$ cat src/rtl/fpu_ss_csr_ctx.sv
// Per-context fcsr file for an offloaded FPU subsystem. A CSR request waits for
// the in-flight FPU ops of its own context to drain before it reads or writes.
module fpu_ss_csr_ctx #(
   parameter  int unsigned NUM_CTX      = 2,
   parameter  int unsigned ID_WIDTH     = 4,
   parameter  int unsigned MAX_INFLIGHT = 4,
   localparam int unsigned CW           = (NUM_CTX > 1) ? $clog2(NUM_CTX) : 1
) (
   input  logic                clk_i,
   input  logic                rst_ni,
   input  logic                in_valid_i,
   output logic                in_ready_o,
   input  logic [31:0]         instr_i,
   input  logic [31:0]         csr_data_i,
   input  logic [CW-1:0]       csr_ctx_i,
   input  logic [ID_WIDTH-1:0] csr_id_i,
   output logic                csr_instr_o,
   input  logic                fpu_issue_valid_i,
   input  logic [CW-1:0]       fpu_issue_ctx_i,
   output logic                fpu_issue_ready_o,
   input  logic                fpu_out_valid_i,
   input  logic [CW-1:0]       fpu_out_ctx_i,
   input  logic [4:0]          fpu_status_i,
   input  logic [CW-1:0]       rm_ctx_i,
   output logic [2:0]          frm_o,
   output logic [2:0]          fmode_o,
   output logic                srm_o,
   output logic                wb_valid_o,
   input  logic                wb_ready_i,
   output logic [31:0]         wb_data_o,
   output logic [4:0]          wb_addr_o,
   output logic [ID_WIDTH-1:0] wb_id_o
);

   localparam int unsigned CNTW = $clog2(MAX_INFLIGHT + 1);

   typedef enum logic [1:0] {S_IDLE, S_DRAIN, S_EXEC, S_WB} state_e;
   typedef enum logic [1:0] {OP_NONE, OP_REG, OP_READ, OP_IMM} op_e;
   typedef enum logic [2:0] {FLD_NONE, FLD_FFLAGS, FLD_FRM, FLD_FCSR, FLD_FMODE, FLD_FSRM} field_e;

   // Only SYSTEM csrrw, csrrs with rs1 = x0 (pure read) and csrrwi are accepted.
   function automatic op_e decode_op(input logic [31:0] ins);
      decode_op = OP_NONE;
      if (ins[6:0] == 7'b1110011) begin
         case (ins[14:12])
            3'b001:  decode_op = OP_REG;
            3'b010:  decode_op = (ins[19:15] == 5'd0) ? OP_READ : OP_NONE;
            3'b101:  decode_op = OP_IMM;
            default: decode_op = OP_NONE;
         endcase
      end
   endfunction

   function automatic field_e decode_field(input logic [11:0] addr);
      case (addr)
         12'h001: decode_field = FLD_FFLAGS;
         12'h002: decode_field = FLD_FRM;
         12'h003: decode_field = FLD_FCSR;
         12'h800: decode_field = FLD_FMODE;
         12'h801: decode_field = FLD_FSRM;
         default: decode_field = FLD_NONE;
      endcase
   endfunction

   function automatic logic [11:0] field_mask(input field_e f);
      case (f)
         FLD_FFLAGS: field_mask = 12'h01F;
         FLD_FRM:    field_mask = 12'h0E0;
         FLD_FCSR:   field_mask = 12'hFFF;
         FLD_FMODE:  field_mask = 12'h700;
         FLD_FSRM:   field_mask = 12'h800;
         default:    field_mask = 12'h000;
      endcase
   endfunction

   function automatic logic [3:0] field_lsb(input field_e f);
      case (f)
         FLD_FRM:   field_lsb = 4'd5;
         FLD_FMODE: field_lsb = 4'd8;
         FLD_FSRM:  field_lsb = 4'd11;
         default:   field_lsb = 4'd0;
      endcase
   endfunction

   state_e                        state, state_next;
   logic [31:0]                   instr_reg;
   logic [11:0]                   data_reg;
   logic [CW-1:0]                 ctx_reg;
   logic [ID_WIDTH-1:0]           id_reg;
   logic [31:0]                   wb_data_reg;
   logic [NUM_CTX-1:0][11:0]      fcsr, fcsr_next;
   logic [NUM_CTX-1:0][CNTW-1:0]  cnt, cnt_next;

   logic [CNTW-1:0] req_cnt, srv_cnt, iss_cnt;
   logic [11:0]     srv_fcsr, rm_fcsr;
   logic            load, do_write, issue_fire;
   op_e             srv_op;
   field_e          srv_field;
   logic [11:0]     mask, wsrc, wval, old_field;
   logic [3:0]      lsb;
   logic            unused_data;

   assign unused_data = ^csr_data_i[31:12];

   always_comb begin
      req_cnt  = '0;
      srv_cnt  = '0;
      iss_cnt  = '0;
      srv_fcsr = '0;
      rm_fcsr  = '0;
      for (int unsigned i = 0; i < NUM_CTX; i++) begin
         if (csr_ctx_i == CW'(i))       req_cnt  = cnt[i];
         if (ctx_reg == CW'(i))         srv_cnt  = cnt[i];
         if (fpu_issue_ctx_i == CW'(i)) iss_cnt  = cnt[i];
         if (ctx_reg == CW'(i))         srv_fcsr = fcsr[i];
         if (rm_ctx_i == CW'(i))        rm_fcsr  = fcsr[i];
      end
   end

   assign csr_instr_o = (decode_op(instr_i) != OP_NONE) &&
                        (decode_field(instr_i[31:20]) != FLD_NONE);

   assign fpu_issue_ready_o = (iss_cnt < CNTW'(MAX_INFLIGHT)) &&
                              !((state != S_IDLE) && (fpu_issue_ctx_i == ctx_reg));
   assign issue_fire = fpu_issue_valid_i && fpu_issue_ready_o;

   assign in_ready_o = (state == S_IDLE);
   assign load       = in_ready_o && in_valid_i && csr_instr_o;

   assign srv_op    = decode_op(instr_reg);
   assign srv_field = decode_field(instr_reg[31:20]);
   assign mask      = field_mask(srv_field);
   assign lsb       = field_lsb(srv_field);
   assign old_field = (srv_fcsr & mask) >> lsb;
   assign wsrc      = (srv_op == OP_IMM) ? {7'd0, instr_reg[19:15]} : data_reg;
   assign wval      = (wsrc << lsb) & mask;
   assign do_write  = (state == S_EXEC) && ((srv_op == OP_REG) || (srv_op == OP_IMM));

   always_comb begin
      state_next = state;
      case (state)
         S_IDLE:  if (load) state_next = (req_cnt != '0) ? S_DRAIN : S_EXEC;
         S_DRAIN: if (srv_cnt == '0) state_next = S_EXEC;
         S_EXEC:  state_next = (srv_op == OP_IMM) ? S_IDLE : S_WB;
         S_WB:    if (wb_ready_i) state_next = S_IDLE;
         default: state_next = S_IDLE;
      endcase
   end

   // Sticky status OR lands first so a same-cycle CSR write of fflags wins in its own context.
   always_comb begin
      fcsr_next = fcsr;
      cnt_next  = cnt;
      for (int unsigned i = 0; i < NUM_CTX; i++) begin
         if (fpu_out_valid_i && (fpu_out_ctx_i == CW'(i)))
            fcsr_next[i][4:0] = fcsr[i][4:0] | fpu_status_i;
         if (do_write && (ctx_reg == CW'(i)))
            fcsr_next[i] = (fcsr_next[i] & ~mask) | wval;
         if (issue_fire && (fpu_issue_ctx_i == CW'(i))) begin
            if (!(fpu_out_valid_i && (fpu_out_ctx_i == CW'(i))))
               cnt_next[i] = cnt[i] + 1'b1;
         end else if (fpu_out_valid_i && (fpu_out_ctx_i == CW'(i)) && (cnt[i] != '0)) begin
            cnt_next[i] = cnt[i] - 1'b1;
         end
      end
   end

   always_ff @(posedge clk_i or negedge rst_ni) begin
      if (!rst_ni) begin
         state       <= S_IDLE;
         instr_reg   <= '0;
         data_reg    <= '0;
         ctx_reg     <= '0;
         id_reg      <= '0;
         wb_data_reg <= '0;
         fcsr        <= '0;
         cnt         <= '0;
      end else begin
         state <= state_next;
         fcsr  <= fcsr_next;
         cnt   <= cnt_next;
         if (load) begin
            instr_reg <= instr_i;
            data_reg  <= csr_data_i[11:0];
            ctx_reg   <= csr_ctx_i;
            id_reg    <= csr_id_i;
         end
         if (state == S_EXEC) wb_data_reg <= {20'd0, old_field};
      end
   end

   assign frm_o      = rm_fcsr[7:5];
   assign fmode_o    = rm_fcsr[10:8];
   assign srm_o      = rm_fcsr[11];
   assign wb_valid_o = (state == S_WB);
   assign wb_data_o  = wb_data_reg;
   assign wb_addr_o  = instr_reg[11:7];
   assign wb_id_o    = id_reg;

endmodule
$ cat config.mk
export PLATFORM = sky130hd
export DESIGN_NAME = fpu_ss_csr_ctx
export DESIGN_NICKNAME = d
export VERILOG_FILES = /design/src/rtl/fpu_ss_csr_ctx.sv
export SDC_FILE = /design/constraint.sdc
export NUM_CORES = 1
export LEC_CHECK = 0
export ABC_AREA = 0
export BUFFER_PORTS_ARGS = -buffer_cell sky130_fd_sc_hd__buf_4
export CORE_ASPECT_RATIO = 0.7
export CORE_MARGIN = 8
export CORE_UTILIZATION = 48
export CTS_BUF_LIST = sky130_fd_sc_hd__clkbuf_16
export DETAILED_ROUTE_END_ITERATION = 12
export PLACE_DENSITY_LB_ADDON = 0.1
export SLEW_MARGIN = 10
export SYNTH_ARGS = -nofsm -noshare
export SYNTH_HDL_FRONTEND = slang
export SYNTH_SLANG_ARGS = --single-unit
export TNS_END_PERCENT = 5
$ cat constraint.sdc
create_clock -name clk_i -period 2.17 [get_ports clk_i]
set_clock_uncertainty 0.05 [all_clocks]
set_input_delay 0.1085 -clock clk_i [delete_from_list [all_inputs] [get_ports clk_i]]
set_output_delay 0.1085 -clock clk_i [all_outputs]
set_load 0.005 [all_outputs]
==> run_results.csv <==
group,metric,value,unit
grt,grt_max_degree,59,
run,drv_cap,0,
floorplan,die_h,101,µm
pwr,p_leak,3.14,nW
route,drt_pass1_iterations,5,
pwr,p_int,3.09,mW
route,drc,0,
finish,final_layout_size_suffix_gt1_frac,0.357,
yosys,synth_ff_type,"dfrtp_1",
clocking,cts_max_level,3,
setup_path,critPathRequiredTime,2.34,ns
setup_path,arrival,2.37,ns
timing,hold_violations,0,
grt,grt_antenna_before_repair,0,
timing,timing.hold.ws,0.0211,ns
timing,rsz0062_at_grt,"true",
placement,gp_routability_congestion,0.890,
grt,grt_remaining_overflow,0,
outcome,status,"finished, violations left",
clocking,cts.sinks,93,
timing,tightest_slew,0.500,ns
pwr,ir_worst_vdd,431,µV
pwr,p_clk_frac,0.360,
yosys,synth-seq-area-share,0.470,
route,vias_per_cell,5.24,
pwr,p_comb_frac,0.187,
floorplan,start_util,0.486,
setup_path,rr_worst_depth,6,
yosys,synth-async-reset-ratio,1.00,
clocking,cts_root_buf,"clkbuf_16",
floorplan,core,10200,µm²
grt,grt_pass1_wl,21.4,mm
outcome,failed_checks,"negative setup slack",
timing,fin_crit_sh,1.01,
finish,fin_util,0.652,
clocking,clkLatencyLatePin,0.34,ns
finish,fin_nets,692,
yosys,syn_area_per_cell,11.0,µm²
clocking,numCtsBuffers,9,
floorplan,placementRows,31,
setup_path,reg2reg_to,"fcsr[15]",
floorplan,dieArea,13900,µm²
timing,fmax,455,MHz
grt,globalRouteTotalUtil,0.198,
yosys,synth_edf_count,0,
route,post_drt_wl_per_cell,17.5,µm
timing,setup_ws,-0.0297,ns
route,drtAntennaViolNets,0,
setup_path,reg2reg_from,"instr_reg[3]",
finish,fill_cells,838,
pwr,pwr_density_cell,633,nW/µm²
timing,slew_violations,0,
worst_hold_path,min_from,"fpu_status_i[3]",
placement,dpl.hpwl,9.67,mm
setup_path,reg2reg_setup_slack,-0.03,ns
yosys,ys_types,62,
timing,period_needed,2.20,ns
pwr,p_sw_frac,0.266,
worst_hold_path,hold_path_class,"in -> reg",
route,finalWirelength,13.0,mm
yosys,ys_ff_latch,93,
finish,syn_to_final_growth,34.2,%
clocking,cts_tree,"yes",
route,vias,3892,
placement,pre_cts_ws,-0.122,ns
clocking,max-clock-path-buffers,2,
pwr,p_total,4.21,mW
clocking,clkTransAtPathRegs,0.06,ns
finish,layout.area.seq,2330,µm²
setup_path,worstPathMaxFanout,8,
floorplan,io_pins,135,
yosys,synth-warning-count,0,
pwr,seq_power_share,0.453,
placement,port_buffers,94,
grt,grt_pass1_vias,4113,
worst_hold_path,worstHoldEndpoint,"fcsr[3]",
setup_path,timing_worst_setup_path_type,"reg -> reg",
floorplan,die_w,137,µm
timing,setup_violations,4,
finish,multi_input_area,2490,µm²
setup_path,cp-start-kind,"register",
finish,n_antenna_cell,0,
yosys,synth_area,4950,µm²
worst_hold_path,holdPathStages,3,
pwr,p_switching,1.12,mW
route,drtIter0Drc,189,
timing,slew_headroom,0.664,
yosys,synthCells,450,
setup_path,cp-end-kind,"register",
[metal layers]
layer	track usage	vias to the layer above	part of all wire
li1	-	1888	-
met1	0.274	1881	0.46
met2	0.298	115	0.46
met3	0.0548	8	0.072
met4	0.0483	0	0.0079
met5	0	-	0
[worst max-delay path, stage by stage, from the launching register on]
cell and delay [ns]:
dfrtp_1 0.38, nand2b_4 0.14, or4_4 0.55, nor2_4 0.21
mux4_2 0.57, a21oi_2 0.14, a21oi_1 0.05
[power groups by stage]
| stage | Combinational, mW | Clock (mW) | Sequential [mW] |
|---|---|---|---|
| after floorplan | 0.396 | 0 | 1.92 |
| after global placement | 0.679 | 0 | 1.93 |
| after detailed placement | 0.716 | 0 | 1.94 |
| after CTS | 0.772 | 1.56 | 1.90 |
| after global routing | 0.872 | 1.64 | 1.92 |
| final | 0.786 | 1.51 | 1.91 |
[cell families after synthesis]
kind of cell               after synthesis  synth area share
muxes                                   66             0.174
xor gates and xnor gates                 6            0.0106
buffers and inverters                   44            0.0604
AOI/OAI and AO/OA                       91             0.110
and+or+nand+nor                        147             0.167
DFF                                     93             0.470
other                                    1          0.000757
adders and majority gates                2           0.00808
[area by class of cell]
| class | count | area share |
|---|---|---|
| tap | 132 | 0.0248 |
| clock inverter | 6 | 0.00847 |
| inverter | 3 | 0.00169 |
| sequential | 93 | 0.350 |
| timing repair buffer | 168 | 0.206 |
| multi-input combinational | 332 | 0.375 |
| clock buffer | 9 | 0.0339 |
[cell usage in the layout, fill, tap and decap left out, drive strengths merged, types with 5 or more instances in the layout]
cell type and n:
buf 134, dfrtp 93, mux2 50, nand2 44, dlygate4sd3 34, a21oi 30, o21ai 25, nor2 21
conb 20, mux2i 15, and2 14, nand2b 11, clkbuf 9, nor3 9, nand3 8, o21a 8
nor2b 7, o31ai 7, nor4b 5, nor3b 5
[cell usage after synthesis (5+ instances only)]
master    number  share of area
dfrtp_1       93           0.47
nand2_1       43          0.033
mux2_4        33           0.10
a21oi_1       30          0.030
buf_4         25          0.038
nor2_1        19          0.014
mux2i_1       15          0.030
and2_1        14          0.018
o21ai_0       14          0.014
mux2_2        12          0.027
nand2b_1      11          0.014
o21ai_1       11          0.011
nor3_1         9         0.0091
clkbuf_1       8         0.0061
nand3_1        8         0.0081
o21a_1         8          0.012
nor2b_1        7         0.0088
o31ai_1        7          0.011
buf_6          5          0.011
mux2_1         5          0.011
[what timing repair did]
action,4_1_cts,5_1_grt
pin swaps,4,5
gates cloned,0,0
resized for setup,10,10
setup endpoints to repair,20,60
setup buffers,1,0
hold buffers,34,0
hold endpoints to repair,68,0
[worst max-delay path by stage]
stage / start / end / slack [ns] / cells after the start
after floorplan: state[1] / cnt[2] / -0.02 / 9
after global routing: instr_reg[3] / fcsr[15] / -0.08 / 6
after global placement: instr_reg[13] / register / -0.07 / 6
after CTS: instr_reg[3] / fcsr[15] / -0.07 / 6
final: instr_reg[3] / fcsr[15] / -0.03 / 6
after detailed placement: instr_i[24] / instr_reg[7] / -0.12 / 8
[metrics by stage]
step	instance area, µm²	instances	TNS [ns]
6_report	6650	743	-0.0681
5_1_grt	6650	743	-1.04
4_1_cts	6600	743	-0.296
3_5_place_dp	5930	693	-4.10
3_3_place_gp	5930	693	-1.33
2_1_floorplan	5030	469	-0.0195
Note: power is estimated with default switching activity, not from simulation.
